[config.mk]
export PLATFORM = sky130hd
export DESIGN_NAME = issue_wakeup_stage
export DESIGN_NICKNAME = d
export VERILOG_FILES = /design/src/rtl/issue_wakeup_stage.sv
export SDC_FILE = /design/constraint.sdc
export NUM_CORES = 1
export LEC_CHECK = 0
export ABC_AREA = 0
export ABC_CLOCK_PERIOD_IN_PS = 2900
export CORE_AREA = 2 2 91 158
export CTS_BUF_LIST = sky130_fd_sc_hd__clkbuf_16
export CTS_CLUSTER_SIZE = 10
export DETAILED_ROUTE_END_ITERATION = 10
export DIE_AREA = 0 0 93 160
export PLACE_DENSITY = 0.66
export SLEW_MARGIN = 0
export SYNTH_ARGS = -nofsm -noshare
export SYNTH_HDL_FRONTEND = slang
export SYNTH_SLANG_ARGS = --single-unit
[constraint.sdc]
create_clock -name clk -period 2.9 [get_ports clk]
set_clock_uncertainty 0.1 [all_clocks]
set_input_delay 0.29 -clock clk [delete_from_list [all_inputs] [get_ports clk]]
set_output_delay 0.29 -clock clk [all_outputs]
set_load 0.01 [all_outputs]
[src/rtl/issue_wakeup_stage.sv]
// Single-entry issue/wakeup stage between the issue FIFO and a functional unit.
// Holds one micro-op until both sources are woken by the CDB, then offers it to the FU.
module issue_wakeup_stage #(
    parameter int PREG_W    = 7,
    parameter int PAYLOAD_W = 64
) (
    input  logic                 clk,
    input  logic                 rst,
    input  logic                 flush,
    input  logic                 fifo_empty,
    output logic                 fifo_read_en,
    input  logic [PREG_W-1:0]    fifo_src1_tag,
    input  logic [PREG_W-1:0]    fifo_src2_tag,
    input  logic                 fifo_src1_rdy,
    input  logic                 fifo_src2_rdy,
    input  logic [PAYLOAD_W-1:0] fifo_payload,
    input  logic                 cdb0_valid,
    input  logic                 cdb1_valid,
    input  logic [PREG_W-1:0]    cdb0_tag,
    input  logic [PREG_W-1:0]    cdb1_tag,
    output logic                 fu_valid,
    input  logic                 fu_ready,
    output logic [PAYLOAD_W-1:0] fu_payload,
    output logic [15:0]          stall_count
);

    typedef enum logic [1:0] {
        IDLE,
        WAIT,
        ISSUE
    } state_t;

    state_t              state;
    logic [PREG_W-1:0]   src1_tag;
    logic [PREG_W-1:0]   src2_tag;
    logic                src1_rdy;
    logic                src2_rdy;

    logic                hs;
    logic                pop;
    logic                stall;
    logic                head1_rdy;
    logic                head2_rdy;
    logic                held1_rdy;
    logic                held2_rdy;

    // Pop/handshake decisions and CDB wakeup matches for head and held entry
    always_comb begin
        hs        = (state == ISSUE) & fu_ready;
        pop       = rst & ~flush & ~fifo_empty & ((state == IDLE) | hs);
        stall     = (state == WAIT) | ((state == ISSUE) & ~fu_ready);
        head1_rdy = fifo_src1_rdy
                  | (cdb0_valid & (cdb0_tag == fifo_src1_tag))
                  | (cdb1_valid & (cdb1_tag == fifo_src1_tag));
        head2_rdy = fifo_src2_rdy
                  | (cdb0_valid & (cdb0_tag == fifo_src2_tag))
                  | (cdb1_valid & (cdb1_tag == fifo_src2_tag));
        held1_rdy = src1_rdy
                  | (cdb0_valid & (cdb0_tag == src1_tag))
                  | (cdb1_valid & (cdb1_tag == src1_tag));
        held2_rdy = src2_rdy
                  | (cdb0_valid & (cdb0_tag == src2_tag))
                  | (cdb1_valid & (cdb1_tag == src2_tag));
    end

    assign fifo_read_en = pop;

    // Holding register FSM with registered fu_valid and saturating stall counter
    always_ff @(posedge clk or negedge rst) begin
        if (!rst) begin
            state       <= IDLE;
            fu_valid    <= 1'b0;
            fu_payload  <= '0;
            src1_tag    <= '0;
            src2_tag    <= '0;
            src1_rdy    <= 1'b0;
            src2_rdy    <= 1'b0;
            stall_count <= 16'd0;
        end else begin
            if (stall && (stall_count != 16'hFFFF)) begin
                stall_count <= stall_count + 16'd1;
            end
            if (flush) begin
                state    <= IDLE;
                fu_valid <= 1'b0;
                src1_rdy <= 1'b0;
                src2_rdy <= 1'b0;
            end else if (pop) begin
                fu_payload <= fifo_payload;
                src1_tag   <= fifo_src1_tag;
                src2_tag   <= fifo_src2_tag;
                src1_rdy   <= head1_rdy;
                src2_rdy   <= head2_rdy;
                if (head1_rdy && head2_rdy) begin
                    state    <= ISSUE;
                    fu_valid <= 1'b1;
                end else begin
                    state    <= WAIT;
                    fu_valid <= 1'b0;
                end
            end else begin
                unique case (state)
                    IDLE: begin
                        fu_valid <= 1'b0;
                    end
                    WAIT: begin
                        src1_rdy <= held1_rdy;
                        src2_rdy <= held2_rdy;
                        if (held1_rdy && held2_rdy) begin
                            state    <= ISSUE;
                            fu_valid <= 1'b1;
                        end
                    end
                    ISSUE: begin
                        if (fu_ready) begin
                            state    <= IDLE;
                            fu_valid <= 1'b0;
                            src1_rdy <= 1'b0;
                            src2_rdy <= 1'b0;
                        end
                    end
                    default: begin
                        state    <= IDLE;
                        fu_valid <= 1'b0;
                    end
                endcase
            end
        end
    end

endmodule

==> flow_summary.toml, run 1 <==
[placement]
portBuffers = 182
pre_cts_ws_ns = 0.3002
dp_hpwl_um = 10690
gp_congestion = 0.9081

[hold_path]
whs_path_depth = 3
hold_path_class = "input pin to flip-flop"
hold_path_end = "fu_payload[36]$_DFFE_PN0P_"
min_from = "fifo_payload[36]"

[logic_synthesis]
synth_seq_cells = 99
yosysMostFrequentCell = "nand2_1"
synthArstFlopShare_pct = 100.0
synth_cell_types = 40
synth_area_um2 = 4663
yosys.area.top_type = "dfrtp_1"
synth_edf_count = 0
syn_inst = 515
synth_ff_type = "dfrtp_1"
synthTopCellsByArea = "dfrtp_1 (53%), nand2_1 (19%), xnor2_1 (10%)"
yosys.area.top_type_share_pct = 53.13
avgSynthCellArea_um2 = 9.055
synth_nets = 620
yosys-top-cells-count = "nand2_1 (239), dfrtp_1 (99), xnor2_1 (53)"
yosysWarningCount = 0
synth_seq_area_share_pct = 53.13

[detailed_routing]
dr.pass1.iters = 4
wire_per_inst_um = 15.89
wirelength_um = 13970
drt-initial-drc-count = 130
avgViaCountPerCell = 4.686
vias = 4119
postRouteAntennaNets = 0
drc = 0

[run_status]
status = "complete, no violations"

[setup_path]
cp_max_fo = 5
r2r_end = "state[1]$_DFFE_PN0P_"
worstSetupEndpointType = "primary output"
crit_type = "flip-flop to primary output"
arrival_ns = 2.26
rrSetupSlack_ns = 0.40
r2r-start = "state[0]$_DFFE_PN0P_"
reg2reg_depth = 8
startpoint_type = "flip-flop"
cp.required_ns = 2.51

[global_route]
groute.usage.overall_pct = 19.05
grt_pass1_wl_um = 22200
grt-ovfl-total = 0
grt_pass1_vias = 4382
antenna_found_initial = 1
grt_max_degree = 60

[clocking]
postCtsResizedCells = 0
cts_buffer_depth = 2
cts_setup_buffers = 0
cts_root_buffer = "clkbuf_16"
cts.sinks = 99
htree_levels = 3
insertion_delay_ns = 0.34
clk_pin_slew_ns = 0.07
cts_tree = "built"
cts_hold_buffers = 1
cts_inserted_buffers = 9

[die]
die_w_um = 93
core_um2 = 13690
die_height_um = 160
dieArea_um2 = 14880
start_util_pct = 34.06
std_cell_rows = 57
top_level_ports = 183

[timing]
hold_viol = 0
setup_viol = 0
timing.fmax_ghz = 0.3774
finalCritPeriodShare_pct = 91.36
timing.final.ws_setup_ns = 0.2505
setup_tns_ns = 0
min_period_ns = 2.649
tightest_slew_ns = 0.7609
maxSlewHeadroom_pct = 49.28
slew_viol_final = 0
rsz0062_at_grt = "false"

[cells_and_area]
area_delta_synth_final_pct = 48.99
fin_nets = 801
drive_gt1_share_pct = 4.422
fillerInstances = 1341
postLayoutCoreUtil_pct = 50.74

[pwr]
power_per_cell_area_nw_per_um2 = 740.9
ir_worst_vdd_mv = 0.3694
p_leak_uw = 0.003190

[flow_run]
max-cap-violations = 0
-- cell type report --
cell class                      instances  area [um^2]  area share [%]
Tap cell                              177        221.5           3.187
Sequential cell                        99         2477           35.66
Multi-Input combinational cell        391         2079           29.93
Inverter                                6        22.52          0.3241
Clock inverter                          7        45.04          0.6483
Timing Repair Buffer                  189         1874           26.98
Clock buffer                            9        225.2           3.241
Antenna cell                            1        2.502         0.03602
-- registers in the layout, indices dropped and copies added, names as in the netlist --
| register | flops |
|---|---|
| fu_payload | 64 |
| src2_tag | 7 |
| state | 2 |
| stall_count | 16 |
| src1_rdy | 1 |
| fu_valid | 1 |
| src1_tag | 7 |
| src2_rdy | 1 |
-- how the worst max path moves through the flow --
stage                         start                   end  slack [ns]
3_3_place_gp                  flush  fu_valid$_DFFE_PN0P_        0.35
5_1_grt        state[0]$_DFFE_PN0P_          fifo_read_en        0.11
3_5_place_dp                  flush  state[1]$_DFFE_PN0P_        0.30
4_1_cts        state[0]$_DFFE_PN0P_          fifo_read_en        0.22
6_report       state[0]$_DFFE_PN0P_          fifo_read_en        0.25
2_1_floorplan  state[0]$_DFFE_PN0P_  state[1]$_DFFE_PN0P_        0.87
-- power breakdown --
part / internal [uW] / switching, uW / total [uW]
sequential: 1810 / 333 / 2140
combinational: 1050 / 856 / 1910
clock: 579 / 522 / 1100
total: 3440 / 1710 / 5150
-- worst max-delay path, stage by stage, from the launching register on --
cell             delay (ns)
dfrtp_1                0.38
inv_1                  0.10
ha_1                   0.22
a21oi_1                0.11
or4_4                  0.47
inv_2                  0.09
clkdlybuf4s50_1        0.56
-- through the flow --
step / hold WS [ns] / power, uW / std cells / area (um^2)
2_1_floorplan: -0.1056 / 2916 / 515 / 4663
3_3_place_gp: 0.3191 / 4036 / 861 / 6665
3_5_place_dp: 0.3378 / 4081 / 861 / 6665
4_1_cts: 0.3607 / 5210 / 878 / 6945
5_1_grt: 0.3723 / 5472 / 879 / 6948
6_report: 0.3748 / 5148 / 879 / 6948
-- cells by family (layout without fill, tap and decap cells) --
group                    after synthesis  after routing  share of synthesized area, %
AND/OR/NAND/NOR                      294            294                         26.54
flip-flops                            99             99                         53.13
XOR/XNOR                              70             70                         13.15
buffers and inverters                 25            211                         2.280
AO/OA/AOI/OAI                         20             20                         3.112
adder cells (fa/ha/maj)                4              4                         1.073
multiplexers                           3              3                        0.7244
other                                  0              1                             0
-- routing by layer --
layer	part of all wire, %	GRT usage, %
met5	0	0
met2	54	34.52
met4	4.0	9.759
met1	36	19.97
met3	5.8	4.623
-- layout by cell type, fill, tap and decap left out, types with 2 or more instances in the layout --
cell and instances:
and3_1 2, o22ai_1 2, nor4_1 2, xor2_1 17, clkinv_1 2, dfrtp_1 99
nand2_1 239, a32o_1 2, clkbuf_16 9, buf_4 7, and4_1 2, a21oi_1 3
clkinv_4 2, ha_1 4, nand3_1 5, o21ai_0 5, inv_1 6, o211ai_1 2
nand4_1 16, mux2_2 3, a41o_1 2, nor2_1 16, xnor2_1 53, clkdlybuf4s50_1 181
Power figures use the tool's default switching activity.
==> inputs of run 2 (changes only) <==
--- a/config.mk
+++ b/config.mk
@@ -6,13 +6,14 @@
 export NUM_CORES = 1
 export LEC_CHECK = 0
 export ABC_AREA = 0
-export ABC_CLOCK_PERIOD_IN_PS = 2900
+export ABC_CLOCK_PERIOD_IN_PS = 2200
 export CORE_AREA = 2 2 91 158
 export CTS_BUF_LIST = sky130_fd_sc_hd__clkbuf_16
 export CTS_CLUSTER_SIZE = 10
 export DETAILED_ROUTE_END_ITERATION = 10
 export DIE_AREA = 0 0 93 160
-export PLACE_DENSITY = 0.66
+export GPL_TIMING_DRIVEN = 0
+export PLACE_DENSITY = 0.69
 export SLEW_MARGIN = 0
 export SYNTH_ARGS = -nofsm -noshare
 export SYNTH_HDL_FRONTEND = slang
==> constraint.sdc (replaced) <==
create_clock -name clk -period 2.2 [get_ports clk]
set_clock_uncertainty 0.1 [all_clocks]
set_input_delay 0.22 -clock clk [delete_from_list [all_inputs] [get_ports clk]]
set_output_delay 0.22 -clock clk [all_outputs]
set_load 0.01 [all_outputs]
==> flow_summary.toml, run 2 (synthesized netlist as in run 1, its figures left out) <==
[run_status]
status = "finished, violations left"
failed_checks = "setup timing"

[cells_and_area]
regArea_um2 = 2477
layout.cells.non_filler = 906
fin_nets = 829
final_cell_mix = "nand2_1 (239), clkdlybuf4s50_1 (178), dfrtp_1 (99)"
regMostFlops = "fu_payload"
layout_commonest_cell = "nand2_1"
area_delta_synth_final_pct = 59.00
reg.largest.list = "fu_payload x64, stall_count x16"
drive_gt1_share_pct = 9.739
antenna_cells = 0
fillerInstances = 1273
multi_input_comb_area_um2 = 2135
postLayoutCoreUtil_pct = 54.15
largest_reg_flops = 64

[setup_path]
crit_slowest_cell = "clkdlybuf4s50_1"
crit_chain = "clkdlybuf4s50_1, xor2_1, nor4_1, a41o_1, o22ai_1, nor2b_1, mux2_4"
cp_max_fo = 4
crit_type = "input pin to flip-flop"
crit_buf_inv = 1
cp.required_ns = 2.33
crit_family = "simple AND/OR/NAND/NOR gates"
arrival_ns = 2.40
max_stage_delay_ns = 0.53
worstSetupEndpointType = "flip-flop"
startpoint_type = "input pin"

[die]
start_util_pct = 34.06
core_um2 = 13690
die_height_um = 160
die_w_um = 93
top_level_ports = 183
dieArea_um2 = 14880
std_cell_rows = 57

[global_route]
grt_pass1_vias = 4497
groute.usage.overall_pct = 19.69
grt_max_degree = 60
antenna_found_initial = 0
grt_pass1_wl_um = 22730
grt-ovfl-total = 0

[detailed_routing]
drt-initial-drc-count = 168
postRouteAntennaNets = 0
dr.pass1.iters = 4
avgViaCountPerCell = 4.689
wirelength_um = 14390
vias = 4248
drc = 0
wire_per_inst_um = 15.88

[clocking]
cts.sinks = 99
htree_levels = 3
cts_tree = "built"
cts_root_buffer = "clkbuf_16"
clk_pin_slew_ns = 0.08
cts_inserted_buffers = 9
insertion_delay_ns = 0.34
cts_buffer_depth = 2

[placement]
pre_cts_ws_ns = -0.9164
portBuffers = 180
gp_congestion = 0.8989
dp_hpwl_um = 10880
placed_cells = 873

[pwr]
ir_worst_vdd_mv = 0.5389
power.total_uw = 7225
p_leak_uw = 0.003433
power_per_cell_area_nw_per_um2 = 974.5

[timing]
slew_viol_final = 0
rsz0062_at_grt = "true"
maxSlewHeadroom_pct = 66.76
tightest_slew_ns = 0.4940
finalCritPeriodShare_pct = 103.5
timing.final.ws_setup_ns = -0.07755
whs_ns = 0.2974
hold_viol = 0
setup_viol = 3
min_period_ns = 2.278
timing.fmax_ghz = 0.4391

[hold_path]
hold_path_class = "input pin to flip-flop"

[flow_run]
max-cap-violations = 0
## run 2: where the power goes
group / switching (uW) / leakage [uW] / total [uW] / internal, uW
logic: 1170 / 0.00202 / 2670 / 1490
registers: 422 / 0.00125 / 2810 / 2380
clock network: 736 / 0.000163 / 1750 / 1020
## run 2: tightest hold or removal path, stage by stage
cell and delay, ns:
clkdlybuf4s50_1 0.39, nand2_1 0.05, nand2_1 0.04
## run 2: worst paths after layout
path | from | end | slack [ns] | depth (start not counted)
max in group asynchronous | rst | fu_payload[55]$_DFFE_PN0P_ | 1.22 | 4
worst min-delay path | fifo_payload[9] | fu_payload[9]$_DFFE_PN0P_ | 0.30 | 3
worst max register to register | state[1]$_DFFE_PN0P_ | state[1]$_DFFE_PN0P_ | -0.07 | 9
worst max-delay path | cdb1_tag[3] | state[1]$_DFFE_PN0P_ | -0.08 | 7
min in group asynchronous | rst | stall_count[7]$_DFFE_PN0P_ | 0.41 | 4
worst min register to register | fu_payload[15]$_DFFE_PN0P_ | fu_payload[15]$_DFFE_PN0P_ | 0.37 | 2
## run 2: what timing repair did
item | in CTS | in global routing
setup endpoints to repair | 83 | 85
hold buffers | 5 | 0
resized for setup | 47 | 6
pin swaps | 4 | 3
cloned | 1 | 0
buffers inserted | 7 | 6
endpoints found under the hold margin | 40 | 0
## run 2: layer usage
layer | vias up | wire [um] | track usage (%)
li1 | 2056 | - | -
met1 | 1992 | 5179 | 20.53
met2 | 160 | 7764 | 35.87
met3 | 40 | 832 | 5.094
met4 | 0 | 615 | 9.492
met5 | - | 0 | 0
## run 2: final cells by class
| cell class | instances | area share [%] |
|---|---|---|
| buffer | 17 | 2.025 |
| clock buffer | 9 | 3.037 |
| clock inverter | 7 | 1.434 |
| inverter | 6 | 0.4050 |
| multi-input combinational | 391 | 28.79 |
| sequential | 99 | 33.41 |
| tap | 177 | 2.987 |
| timing repair buffer | 200 | 27.91 |
## run 2: stage by stage
stage	cell area (um^2)	TNS, ns
floorplan	4663	0
global placement	6686	-591.62
detailed placement	6711	-42.57
CTS	7357	-0.5446
global route	7415	-0.3595
finish	7415	-0.1584
==> inputs of run 3 (changes only) <==
--- a/config.mk
+++ b/config.mk
@@ -7,13 +7,14 @@
 export LEC_CHECK = 0
 export ABC_AREA = 0
 export ABC_CLOCK_PERIOD_IN_PS = 2200
-export CORE_AREA = 2 2 91 158
+export CORE_AREA = 2 2 85 148
 export CTS_BUF_LIST = sky130_fd_sc_hd__clkbuf_16
 export CTS_CLUSTER_SIZE = 10
 export DETAILED_ROUTE_END_ITERATION = 10
-export DIE_AREA = 0 0 93 160
+export DIE_AREA = 0 0 87 150
 export GPL_TIMING_DRIVEN = 0
-export PLACE_DENSITY = 0.69
+export PLACE_DENSITY = 0.77
+export SKIP_CTS_REPAIR_TIMING = 1
 export SLEW_MARGIN = 0
 export SYNTH_ARGS = -nofsm -noshare
 export SYNTH_HDL_FRONTEND = slang
==> flow_summary.toml, run 3 (synthesized netlist as in run 1, its figures left out) <==
[timing]
maxSlewHeadroom_pct = 64.63
hold_viol = 64
finalCritPeriodShare_pct = 106.7
min_period_ns = 2.348
timing.fmax_ghz = 0.4260
tightest_slew_ns = 0.5256
slew_viol_final = 0
whs_ns = -0.3312
rsz0062_at_grt = "true"
setup_viol = 43
timing.final.ws_setup_ns = -0.1475

[global_route]
grt_most_used_layer = "met2"
grt_use_met3_pct = 4.247
use_met1_pct = 22.66
grt_pass1_vias = 4398
grt_max_degree = 56
groute.usage.overall_pct = 20.94
antenna_found_initial = 0
grt_pass1_wl_um = 21380
grt-ovfl-total = 0
gr-usage-met2_pct = 38.40

[die]
die_w_um = 87
die_height_um = 150
top_level_ports = 183
start_util_pct = 39.29
std_cell_rows = 53
dieArea_um2 = 13050
core_um2 = 11870

[hold_path]
hold_path_class = "input pin to asynchronous set/reset pin"

[setup_path]
arrival_ns = 2.03
worstSetupEndpointType = "primary output"
cp_max_fo = 8
cp.required_ns = 1.88
startpoint_type = "flip-flop"
crit_type = "flip-flop to primary output"

[pwr]
ir_worst_vdd_mv = 0.5135
power_per_cell_area_nw_per_um2 = 965.8
p_leak_uw = 0.003309

[cells_and_area]
fillerInstances = 985
final_cell_mix = "nand2_1 (239), clkdlybuf4s50_1 (178), dfrtp_1 (99)"
largest_reg_flops = 64
antenna_cells = 0
multi_input_comb_area_um2 = 2118
regArea_um2 = 2477
fin_area_um2 = 7127
drive_gt1_share_pct = 7.202
fin_nets = 822
reg.largest.list = "fu_payload x64, stall_count x16"
regMostFlops = "fu_payload"
area_delta_synth_final_pct = 52.83
layout_commonest_cell = "nand2_1"
postLayoutCoreUtil_pct = 60.04

[clocking]
insertion_delay_ns = 0.34
cts_root_buffer = "clkbuf_16"
cts_tree = "built"
clk_pin_slew_ns = 0.07
cts_inserted_buffers = 9
htree_levels = 3
cts_buffer_depth = 2
cts.sinks = 99

[detailed_routing]
drc = 0
dr.pass1.iters = 4
avgViaCountPerCell = 4.946
wirelength_um = 14240
vias = 4249
drt-initial-drc-count = 164
postRouteAntennaNets = 0
wire_per_inst_um = 16.58

[placement]
gp_congestion = 0.9240
place_area_um2 = 6661
dp_hpwl_um = 10530
portBuffers = 180

[flow_run]
max-cap-violations = 0

[run_status]
failed_checks = "hold timing, setup timing"
status = "finished, violations left"
[run 3: cell count changes in the layout (fill, tap and decap cells not counted), sizes merged]
cell         change
bufinv           -2
clkbuf           +3
dlygate4sd3      -2
bufbuf           -1
clkinv           +2
buf              -7
[run 3: worst paths after layout]
kind	from	end	slack, ns	cells past startpoint
setup / recovery	state[0]$_DFFE_PN0P_	fifo_read_en	-0.15	7
hold / removal	rst	stall_count[7]$_DFFE_PN0P_	-0.33	1
min in group clk	fifo_payload[56]	fu_payload[56]$_DFFE_PN0P_	0.31	3
max in group asynchronous	rst	src2_tag[0]$_DFFE_PN0P_	1.80	2
setup reg to reg	state[0]$_DFFE_PN0P_	fu_valid$_DFFE_PN0P_	-0.13	8
hold reg to reg	fu_payload[22]$_DFFE_PN0P_	fu_payload[22]$_DFFE_PN0P_	0.37	2
[run 3: layout make-up]
| type | count | share of cell area, % |
|---|---|---|
| multi-input combinational | 391 | 29.72 |
| tap | 137 | 2.405 |
| inverter | 6 | 0.4213 |
| timing repair buffer | 191 | 27.35 |
| clock inverter | 7 | 0.6496 |
| buffer | 19 | 1.527 |
| sequential | 99 | 34.76 |
| clock buffer | 9 | 3.160 |
[run 3: layer usage]
metal | wire [um] | part of all wire [%]
met3 | 702 | 4.9
met5 | 0 | 0
met4 | 350 | 2.5
met1 | 5182 | 36
met2 | 8003 | 56
[run 3: worst max-delay path, stage by stage (launching register included)]
cell and delay (ns):
dfrtp_1 0.39, inv_2 0.11, ha_4 0.16, a21oi_2 0.06
or4_4 0.62, inv_8 0.13, buf_8 0.11, buf_6 0.09
[run 3: metrics by stage]
step	hold WS [ns]	cells	worst slack, ns	TNS [ns]	total power [uW]
5_1_grt	-0.3124	859	-0.2034	-8.382	7290
3_5_place_dp	0.1719	833	-0.9279	-43.64	5368
3_3_place_gp	0.3571	832	-3.983	-580.54	5274
4_1_cts	-0.2000	849	-0.9231	-13.66	6850
2_1_floorplan	-0.1756	515	0.1663	0	3843
6_report	-0.3312	859	-0.1475	-1.571	6883
[run 3: report_power, final]
part           leakage [uW]  switching, uW  internal (uW)
registers           0.00125            431           2380
clock network      0.000140            678            766
logic               0.00192           1170           1460
